===== config.mk =====
export PLATFORM = sky130hd
export DESIGN_NAME = jk_bank_ctrl_flat
export DESIGN_NICKNAME = d
export VERILOG_FILES = /design/src/rtl/jk_bank_ctrl_if.sv /design/src/rtl/jk_bank_ctrl.sv /design/src/flat_wrapper.sv
export SDC_FILE = /design/constraint.sdc
export NUM_CORES = 1
export LEC_CHECK = 0
export BUFFER_PORTS_ARGS = -buffer_cell sky130_fd_sc_hd__buf_4
export CORE_UTILIZATION = 43
export DETAILED_ROUTE_END_ITERATION = 7
export GPL_TIMING_DRIVEN = 1
export HOLD_SLACK_MARGIN = 0.12
export PLACE_DENSITY_LB_ADDON = 0.3
export REMOVE_ABC_BUFFERS = 1
export SLEW_MARGIN = 20
export SYNTH_ARGS = -nofsm -noshare
export SYNTH_HDL_FRONTEND = slang
export SYNTH_SLANG_ARGS = --single-unit

===== constraint.sdc =====
create_clock -name clk -period 3.4 [get_ports clk]
set_clock_uncertainty 0.1 [all_clocks]
set_input_delay 0.51 -clock clk [delete_from_list [all_inputs] [get_ports clk]]
set_output_delay 0.51 -clock clk [all_outputs]
set_load 0.005 [all_outputs]

===== src/rtl/jk_bank_ctrl_if.sv =====
// Command handshake between a command source and jk_bank_ctrl.
interface jk_bank_ctrl_if #(
    parameter int unsigned WIDTH = 8
);
    logic             req_valid;
    logic             req_ready;
    logic [1:0]       req_op;
    logic [WIDTH-1:0] req_data;
    logic [WIDTH-1:0] req_mask;

    modport master (
        output req_valid,
        output req_op,
        output req_data,
        output req_mask,
        input  req_ready
    );

    modport slave (
        input  req_valid,
        input  req_op,
        input  req_data,
        input  req_mask,
        output req_ready
    );
endinterface


===== src/rtl/jk_bank_ctrl.sv =====
// jk_bank_ctrl: sequences LOAD/SET/CLEAR/TOGGLE commands onto a bank of JK
// flip-flops, driving J/K for exactly one clock per command.
// Build option: JK_CTRL_VERIFY_EN adds a CHECK state that compares the bank
// against the expected value and reports err with done. Without it, done
// follows the APPLY cycle and err is tied low.
module jk_bank_ctrl #(
    parameter int unsigned WIDTH = 8
) (
    input  logic             clk,
    input  logic             rst,
    jk_bank_ctrl_if.slave    req,
    input  logic [WIDTH-1:0] q_in,
    output logic [WIDTH-1:0] j_out,
    output logic [WIDTH-1:0] k_out,
    output logic             busy,
    output logic             done,
    output logic             err
);

    localparam logic [1:0] OP_LOAD   = 2'b00;
    localparam logic [1:0] OP_SET    = 2'b01;
    localparam logic [1:0] OP_CLEAR  = 2'b10;
    localparam logic [1:0] OP_TOGGLE = 2'b11;

`ifdef JK_CTRL_VERIFY_EN
    typedef enum logic [1:0] {IDLE, APPLY, CHECK} state_t;
`else
    typedef enum logic [1:0] {IDLE, APPLY} state_t;
`endif

    state_t           state;
    state_t           state_d;
    logic [WIDTH-1:0] j_d;
    logic [WIDTH-1:0] k_d;
    logic             done_d;
    logic             busy_d;
    logic             ready_q;
    logic             ready_d;
    logic [WIDTH-1:0] exc_j_c;
    logic [WIDTH-1:0] exc_k_c;

`ifdef JK_CTRL_VERIFY_EN
    logic [WIDTH-1:0] expect_q;
    logic [WIDTH-1:0] expect_d;
    logic [WIDTH-1:0] expect_c;
    logic             err_d;
`endif

    // Ready is withheld while rst is high so a command is never seen as taken.
    assign req.req_ready = ready_q & ~rst;

    // Per-bit excitation (and expected result) from the live command and bank.
    always_comb begin
        exc_j_c = '0;
        exc_k_c = '0;
`ifdef JK_CTRL_VERIFY_EN
        expect_c = q_in;
`endif
        unique case (req.req_op)
            OP_LOAD: begin
                exc_j_c = req.req_mask &  req.req_data & ~q_in;
                exc_k_c = req.req_mask & ~req.req_data &  q_in;
`ifdef JK_CTRL_VERIFY_EN
                expect_c = (q_in & ~req.req_mask) | (req.req_data & req.req_mask);
`endif
            end
            OP_SET: begin
                exc_j_c = req.req_mask;
`ifdef JK_CTRL_VERIFY_EN
                expect_c = q_in | req.req_mask;
`endif
            end
            OP_CLEAR: begin
                exc_k_c = req.req_mask;
`ifdef JK_CTRL_VERIFY_EN
                expect_c = q_in & ~req.req_mask;
`endif
            end
            OP_TOGGLE: begin
                exc_j_c = req.req_mask;
                exc_k_c = req.req_mask;
`ifdef JK_CTRL_VERIFY_EN
                expect_c = q_in ^ req.req_mask;
`endif
            end
            default: begin
                exc_j_c = '0;
                exc_k_c = '0;
            end
        endcase
    end

    // Next-state and next-output logic; J/K default to zero so they last one cycle.
    always_comb begin
        state_d = state;
        j_d     = '0;
        k_d     = '0;
        done_d  = 1'b0;
        busy_d  = busy;
        ready_d = ready_q;
`ifdef JK_CTRL_VERIFY_EN
        err_d    = 1'b0;
        expect_d = expect_q;
`endif
        unique case (state)
            IDLE: begin
                if (req.req_valid) begin
                    state_d = APPLY;
                    j_d     = exc_j_c;
                    k_d     = exc_k_c;
                    busy_d  = 1'b1;
                    ready_d = 1'b0;
`ifdef JK_CTRL_VERIFY_EN
                    expect_d = expect_c;
`endif
                end
            end
            APPLY: begin
`ifdef JK_CTRL_VERIFY_EN
                state_d = CHECK;
`else
                state_d = IDLE;
                done_d  = 1'b1;
                busy_d  = 1'b0;
                ready_d = 1'b1;
`endif
            end
`ifdef JK_CTRL_VERIFY_EN
            CHECK: begin
                state_d = IDLE;
                done_d  = 1'b1;
                err_d   = (q_in != expect_q);
                busy_d  = 1'b0;
                ready_d = 1'b1;
            end
`endif
            default: begin
                state_d = IDLE;
                busy_d  = 1'b0;
                ready_d = 1'b1;
            end
        endcase
    end

    // State and registered outputs, synchronous reset.
    always_ff @(posedge clk) begin
        if (rst) begin
            state   <= IDLE;
            j_out   <= '0;
            k_out   <= '0;
            done    <= 1'b0;
            busy    <= 1'b0;
            ready_q <= 1'b1;
`ifdef JK_CTRL_VERIFY_EN
            err      <= 1'b0;
            expect_q <= '0;
`endif
        end else begin
            state   <= state_d;
            j_out   <= j_d;
            k_out   <= k_d;
            done    <= done_d;
            busy    <= busy_d;
            ready_q <= ready_d;
`ifdef JK_CTRL_VERIFY_EN
            err      <= err_d;
            expect_q <= expect_d;
`endif
        end
    end

`ifndef JK_CTRL_VERIFY_EN
    assign err = 1'b0;
`endif

endmodule


===== src/flat_wrapper.sv =====
// flat-port wrapper written by rule: the top's interface ports become plain ports
module jk_bank_ctrl_flat 
#(
    parameter int unsigned WIDTH = 8
)
  (clk, rst, q_in, j_out, k_out, busy, done, err, req_req_valid, req_req_op, req_req_data, req_req_mask, req_req_ready);
  jk_bank_ctrl_if #(.WIDTH(WIDTH)) req_i ();
  input  logic clk;
  input  logic rst;
  input  logic [WIDTH-1:0] q_in;
  output logic [WIDTH-1:0] j_out;
  output logic [WIDTH-1:0] k_out;
  output logic busy;
  output logic done;
  output logic err;
  input wire logic [$bits(req_i.req_valid)-1:0] req_req_valid;
  input wire logic [$bits(req_i.req_op)-1:0] req_req_op;
  input wire logic [$bits(req_i.req_data)-1:0] req_req_data;
  input wire logic [$bits(req_i.req_mask)-1:0] req_req_mask;
  output wire logic [$bits(req_i.req_ready)-1:0] req_req_ready;
  assign req_i.req_valid = req_req_valid;
  assign req_i.req_op = req_req_op;
  assign req_i.req_data = req_req_data;
  assign req_i.req_mask = req_req_mask;
  assign req_req_ready = req_i.req_ready;
  jk_bank_ctrl #(.WIDTH(WIDTH)) u_core (.clk(clk), .rst(rst), .req(req_i), .q_in(q_in), .j_out(j_out), .k_out(k_out), .busy(busy), .done(done), .err(err));
endmodule

## Word level (Yosys, flattened, before mapping)

Index checks and enable logic that the tools add are counted.

- Register bits after elaboration: 19

- Reduce and logical (&&, ||, !) cells: 6
- Muxes and demuxes: 3
- Equality and inequality tests: 3
- Bitwise logic cells: 10

Operators by type and width:

| cell | count |
|---|---|
| bitwise AND 8 bit | 4 |
| case mux 8 bit (2 select lines) | 2 |
| NOT 8 bit | 2 |
| OR reduction 2 bit | 3 |
| equality test 2 bit (second input constant) | 2 |
| logical NOT 2 bit | 2 |
| NOT 1 bit | 3 |
| OR reduction 3 bit | 1 |
| equality test 2 x 1 -> 1 bit (second input constant) | 1 |
| bitwise AND 1 bit | 1 |
| 2-to-1 mux 1 bit | 1 |

## Logic depth before layout (Yosys ltp)

Gate-level depths: netlist of the first run.

- Depth in word-level cells: 4
- Gate-level depth with buffers: 4
- Depth with buffers taken out: 2

## Worst setup path after synthesis of the first run

No wires, ideal clock.

- Path kind: in2reg
- Start point: input port req_req_op[1]
- End point: register u_core.j_out[7]
- Arrival time: 1.073 ns
- Path slack: 2.111 ns
- Stages: 4
- Required time: 3.184 ns
- Path buffers: 2
- Library setup time: 0.116 ns
- Cell sequence: buf_2 > buf_2 > nor3b_1 > o211a_1

- Cells in the longest elaborated chain, start to end: 3
- Elaborated cells on any way between the ends: 5
- Classes of those cells: eq/ne: 2; mux: 1; reduce/logical: 2

Ends and longest elaborated chain:

| item | line | RTL |
|---|---|---|
| start, declared | flat_wrapper.sv:17 | `input wire logic [$bits(req_i.req_op)-1:0] req_req_op;` |
| equality test 2 x 1 -> 1 bit / equality test 2 bit (equally long branches) | jk_bank_ctrl.sv:59 | `unique case (req.req_op)` |
| OR reduction 2 bit (no source line) | - |  |
| case mux 8 bit (2 select lines) (*) | jk_bank_ctrl.sv:59 |  |
| end signal, assigned | jk_bank_ctrl.sv:160 | `j_out <= j_d;` |
| end, declared | jk_bank_ctrl.sv:13 | `output logic [WIDTH-1:0] j_out,` |

Mark *: on every way between the ends. The rest lies on a longest branch, timed or not.
A chain may end at the register's enable or synchronous reset.

## Final worst setup path of the first run

- Start point: register u_core.ready_q
- End point: output port req_req_ready

- Cells in the longest elaborated chain, start to end: 1

Ends and longest elaborated chain:

| item | line | RTL |
|---|---|---|
| start, declared | jk_bank_ctrl.sv:37 | `logic ready_q;` |
| start signal, assigned | jk_bank_ctrl.sv:164 | `ready_q <= ready_d;` |
| bitwise AND 1 bit | jk_bank_ctrl.sv:50 | `assign req.req_ready = ready_q & ~rst;` |
| end, declared | flat_wrapper.sv:20 | `output wire logic [$bits(req_i.req_ready)-1:0] req_req_ready;` |

Every way passes these cells.

==> results_dict.tcl, run 1 <==
set metrics [dict create \
    drive_gt1_share_pct 46.8 \
    powerDensity_nw_per_um2 367 \
    hold_buffers 0 \
    seqPwrFrac_pct 57.3 \
    crit_fanout 2 \
    yosysTopAreaCell "dfxtp_1" \
    routed_wl_mm 1.72 \
    nets 139 \
    crit_required_ns 2.79 \
    synth-edff-count 0 \
    status "complete, but fails checks" \
    setup_viol 0 \
    p_switching_w 0.0000908 \
    maxCapViolCount 0 \
    synth_warnings 0 \
    worst_ep_arrival_time_ns 0.86 \
    avgSynthCellArea_um2 11.6 \
    cp-startpoint "u_core.ready_q" \
    portBuffers 47 \
    synth_cell_types 12 \
    worstReg2RegStart "u_core.state[0]" \
    synth.most_common_cell "dfxtp_1" \
    synth.top_cell.area_share_pct 51.1 \
    final_cells 125 \
    multi_input_comb_area_um2 322 \
    postSynth.asyncResetShare_pct 0 \
    antenna_found_initial 0 \
    hpwl_mm 1.32 \
    max-clock-path-buffers 2 \
    period_share_pct 43.2 \
    grt_pass1_vias 631 \
    die_y_um 43.6 \
    viasPerCell 5.30 \
    row_count 14 \
    placed_cell_area_um2 1080 \
    rsz0062_at_grt "no" \
    num_vias 663 \
    path_cells "inv_1, nor2_1, buf_4" \
    antenna_left 0 \
    drc 2 \
    drt-pass1-iter-count 6 \
    p_leak_nw 0.649 \
    worstMarginPinSlew_ns 0.649 \
    critPathBufInv 2 \
    final.setup.tns_ns 0 \
    area_growth_syn_to_layout_pct 48.4 \
    final_hold_viol_count 0 \
    period_minus_slack_ns 1.47 \
    overflow 0 \
    fmax_mhz 681 \
    syn_inst 64 \
    die_w_um 43.6 \
    cts_tree "done" \
    cts_buffers 3 \
    synthTopCellsByCount "dfxtp_1 (19), nor3b_1 (16), o211a_1 (16), buf_2 (4), nor2_1 (2)" \
    setup.worst_path.start_class "register" \
    postCtsSetupBuffers 0 \
    clk_pin_slew_ns 0.10 \
    violations "design-rule violations" \
    dieArea_um2 1900 \
    end_kind "output port" \
    fin_area_um2 1100 \
    grt_max_degree 18 \
    combinationalPowerShare_pct 16.0 \
    globalRouteTotalUtil_pct 19.7 \
    wl_per_cell_um 13.8 \
    internal_power_w 0.000315 \
    initial_core_util_pct 47.8 \
    drt-initial-drc-count 7 \
    ys.flop_type "dfxtp_1" \
    syn-cell-area_um2 744 \
    swShare_pct 22.4 \
    cpLargestDelayFamily "flip-flops" \
    r2r_slack_ns 2.05 \
    max-vdd-ir-drop_uv 281 \
    synthTopCellsByArea "dfxtp_1 (51%), o211a_1 (22%), nor3b_1 (16%), buf_2 (2.7%), nor3b_4 (2.5%)" \
    hold_ws_ns 0.303 \
    clock_latency_ns 0.28 \
    hp-start "req_req_valid" \
    grt_pass1_wl_mm 2.66 \
    maxSlewHeadroom_pct 56.7 \
    clock_sinks 19 \
    place_inst 121 \
    register_area_um2 380 \
    cts_root_buf "clkbuf_4" \
    max_stage_delay_ns 0.32 \
    num_io_pins 49 \
    worst_path_max_delay_cell "dfxtp_1" \
    p_clk_share_pct 26.7 \
    cts_resized 0 \
    nFillCells 126 \
    ys_ff_latch 19 \
    routabilityCongestion 0.680 \
    ys_seq_area_share_pct 51.1 \
    htree_levels 1 \
    hp-class "in2reg" \
    path_class "reg2out" \
    core_um2 1560 \
    antenna_cells 0 \
    slew_violations 0 \
]
cell type report:
cell class	count	share of cell area, %
multi-input cells	38	29.1
repair buffers	47	31.9
inverters	1	0.340
clock buffers	4	2.38
well taps	16	1.81
flip-flops and latches	19	34.4
registers in the layout, summed over array words and instances (netlist names):
| register | cells |
|---|---|
| u_core.j_out | 8 |
| u_core.k_out | 8 |
| u_core.done | 1 |
| u_core.ready_q | 1 |
| u_core.state | 1 |
layer usage:
| metal | GRT usage [%] | routed length (µm) | vias to the layer above | part of all wire (%) |
|---|---|---|---|---|
| met5 | 0 | 0 | - | 0 |
| met4 | 11.3 | 17 | 0 | 0.99 |
| met3 | 4.58 | 111 | 2 | 6.4 |
| met2 | 35.2 | 930 | 26 | 54 |
| met1 | 20.8 | 665 | 311 | 39 |
| li1 | - | - | 324 | - |
metrics by stage:
stage,total power (W),util [%],setup WS (ns)
final,0.000406,70.9,1.93
after global routing,0.000427,70.9,1.85
after floorplan,0.000255,-,2.12
after detailed placement,0.000303,69.2,1.78
after CTS,0.000411,70.9,1.90
after global placement,0.000301,69.2,1.81
power groups by stage:
stage / clock, W / sequential (W) / combinational (W)
3_5_place_dp: 0 / 0.000238 / 0.0000652
2_1_floorplan: 0 / 0.000238 / 0.0000167
4_1_cts: 0.000113 / 0.000233 / 0.0000653
6_report: 0.000108 / 0.000233 / 0.0000648
5_1_grt: 0.000123 / 0.000233 / 0.0000707
3_3_place_gp: 0 / 0.000238 / 0.0000631
logic make-up (layout without fill, tap and decap cells):
kind of cell	after synthesis	after routing	share of synthesized area [%]
AO/OA/AOI/OAI	17	17	22.2
buffers and inverters	7	52	5.71
AND/OR/NAND/NOR	20	20	20.5
other	1	1	0.504
flip-flops	19	19	51.1
path summary, 6_finish.rpt:
| check | end | depth (start not counted) |
|---|---|---|
| min | u_core.ready_q | 2 |
| min reg2reg | u_core.ready_q | 2 |
| max | req_req_ready | 3 |
| max reg2reg | u_core.j_out[1] | 2 |
placed cells by master (no fill, tap or decap):
master	netlist	layout
nor3b_4	1	1
o21ai_1	1	1
clkbuf_1	0	1
o211a_1	16	16
inv_1	1	1
buf_4	1	47
clkbuf_4	0	3
nor3b_1	16	16
nor2b_1	1	1
dfxtp_1	19	19
conb_1	1	1
nor2_1	2	2
Power figures use the tool's default switching activity.
==> inputs of run 2 (changes only) <==
Settings changed: CORE_UTILIZATION 43 to 36.
Clock period 3.4 ns to 1.25 ns, I/O delays scaled along.
==> run 2 against run 1 <==
The run now ends clean. Hold slack got worse by 0.17 ns. Die area grew 19%. Via count increased by 5.3%.
==> results_dict.tcl, run 2 (synthesis results as in run 1) <==
set metrics [dict create \
    status "completed" \
    end_kind "register" \
    globalRouteTotalUtil_pct 16.1 \
    wl_per_cell_um 12.3 \
    grt_pass1_wl_mm 2.45 \
    antenna_found_initial 0 \
    final_common_cell "buf_4" \
    nFillCells 174 \
    viasPerCell 4.75 \
    portBuffers 47 \
    drt-initial-drc-count 10 \
    dieArea_um2 2250 \
    fmax_mhz 827 \
    hp-start "q_in[4]" \
    worst_ep_arrival_time_ns 1.35 \
    hold_end "u_core.j_out[4]" \
    rr_endpoint "u_core.j_out[0]" \
    cpLargestDelayFamily "buffers and inverters" \
    p_leak_nw 0.702 \
    r2r_slack_ns 0.18 \
    p_clk_share_pct 26.2 \
    cts_root_buf "clkbuf_4" \
    internal_power_w 0.000880 \
    overflow 0 \
    initial_core_util_pct 37.9 \
    reg2regPathDepth 3 \
    crit_required_ns 1.40 \
    core_um2 1960 \
    num_vias 698 \
    path_cells "dlygate4sd3_1, buf_4, nor3b_4, buf_12, o211a_1" \
    hp-class "in2reg" \
    cts_tree "done" \
    max_stage_delay_ns 0.53 \
    met1Wirelength_um 743 \
    antenna_left 0 \
    path_class "in2reg" \
    drc 0 \
    setup_viol 0 \
    hpwl_mm 1.22 \
    clk_pin_slew_ns 0.10 \
    clock_latency_ns 0.29 \
    whs_path_depth 3 \
    period_share_pct 96.7 \
    dr_wl_met2_um 887 \
    grt_max_degree 18 \
    final_cell_mix "buf_4 (47), dfxtp_1 (18), nor3b_1 (16), o211a_1 (16), dlygate4sd3_1 (10)" \
    row_count 16 \
    grt_pass1_vias 629 \
    multi_input_comb_area_um2 324 \
    setup.worst_path.start_class "input pin" \
    period_minus_slack_ns 1.21 \
    swShare_pct 23.1 \
    htree_levels 1 \
    register_area_um2 382 \
    cts_buffers 3 \
    max-vdd-ir-drop_uv 905 \
    powerDensity_nw_per_um2 921 \
    slew_violations 0 \
    nets 150 \
    die_y_um 47.5 \
    final.setup.tns_ns 0 \
    routed.top_layer "met4" \
    met3_length_um 165 \
    routed_wl_mm 1.81 \
    critPathBufInv 3 \
    max-clock-path-buffers 2 \
    final_hold_viol_count 0 \
    worst_path_max_delay_cell "dlygate4sd3_1" \
    maxCapViolCount 0 \
    p_switching_w 0.000264 \
    die_w_um 47.5 \
    clock_sinks 19 \
    crit_fanout 17 \
    combinationalPowerShare_pct 18.5 \
    area_growth_syn_to_layout_pct 67.1 \
    place_ws_ns 0.207 \
    drive_gt1_share_pct 45.8 \
    routabilityCongestion 0.674 \
    path_depth 5 \
    antenna_cells 0 \
    worstReg2RegStart "u_core.state[0]" \
    num_io_pins 49 \
    drt-pass1-iter-count 4 \
    top_regs "u_core.j_out (8), u_core.k_out (8)" \
    timing.final.ws_setup_ns 0.0407 \
    seqPwrFrac_pct 55.3 \
]
-- run 2: stage by stage --
stage	area, µm²	hold WS [ns]	utilization, %	power, W	cells
detailed placement	1110	0.299	56.7	0.000832	133
CTS	1240	0.117	63.2	0.00116	147
global route	1240	0.124	63.4	0.00120	147
global placement	1110	0.282	56.7	0.000828	133
floorplan	706	0.159	-	0.000694	58
finish	1240	0.131	63.4	0.00114	147
-- run 2: final cells by class --
type	instances	area share, %
Inverter	1	0.302
Clock buffer	3	1.81
Multi-Input combinational cell	38	26.1
Tap cell	27	2.72
Sequential cell	19	30.7
Timing Repair Buffer	58	38.0
Clock inverter	1	0.402
-- run 2: how the worst max path moves through the flow --
stage               startpoint         endpoint  slack, ns
3_5_place_dp   u_core.state[0]  u_core.k_out[3]       0.21
2_1_floorplan  u_core.state[0]  u_core.j_out[0]       0.10
5_1_grt         u_core.ready_q    req_req_ready     -0.004
4_1_cts          req_req_valid  u_core.k_out[3]       0.06
3_3_place_gp   u_core.state[0]  u_core.k_out[2]       0.22
6_report         req_req_valid  u_core.j_out[0]       0.04
-- run 2: power groups by stage --
| stage | combinational [W] | sequential [W] | clock, W |
|---|---|---|---|
| after floorplan | 0.0000455 | 0.000648 | 0 |
| after detailed placement | 0.000185 | 0.000647 | 0 |
| final | 0.000212 | 0.000633 | 0.000300 |
| after global placement | 0.000181 | 0.000647 | 0 |
| after CTS | 0.000210 | 0.000633 | 0.000312 |
| after global routing | 0.000229 | 0.000636 | 0.000336 |
-- run 2: layer usage --
layer / global-route usage [%] / up-vias
met2: 27.4 / 33
li1: - / 345
met4: 5.14 / 0
met3: 7.55 / 2
met5: 0 / -
met1: 17.7 / 318
-- run 2: what timing repair did --
item,4_1_cts,5_1_grt
endpoints found under the setup margin,0,1
hold buffers,10,0
hold endpoints to repair,18,0
setup buffers,0,0
resized for setup,0,2
-- run 2: worst reg2reg max path, cell delays in order, from the launching register on --
cell and delay, ns:
dfxtp_1 0.36, nor3b_4 0.24, buf_12 0.17, o211a_1 0.16
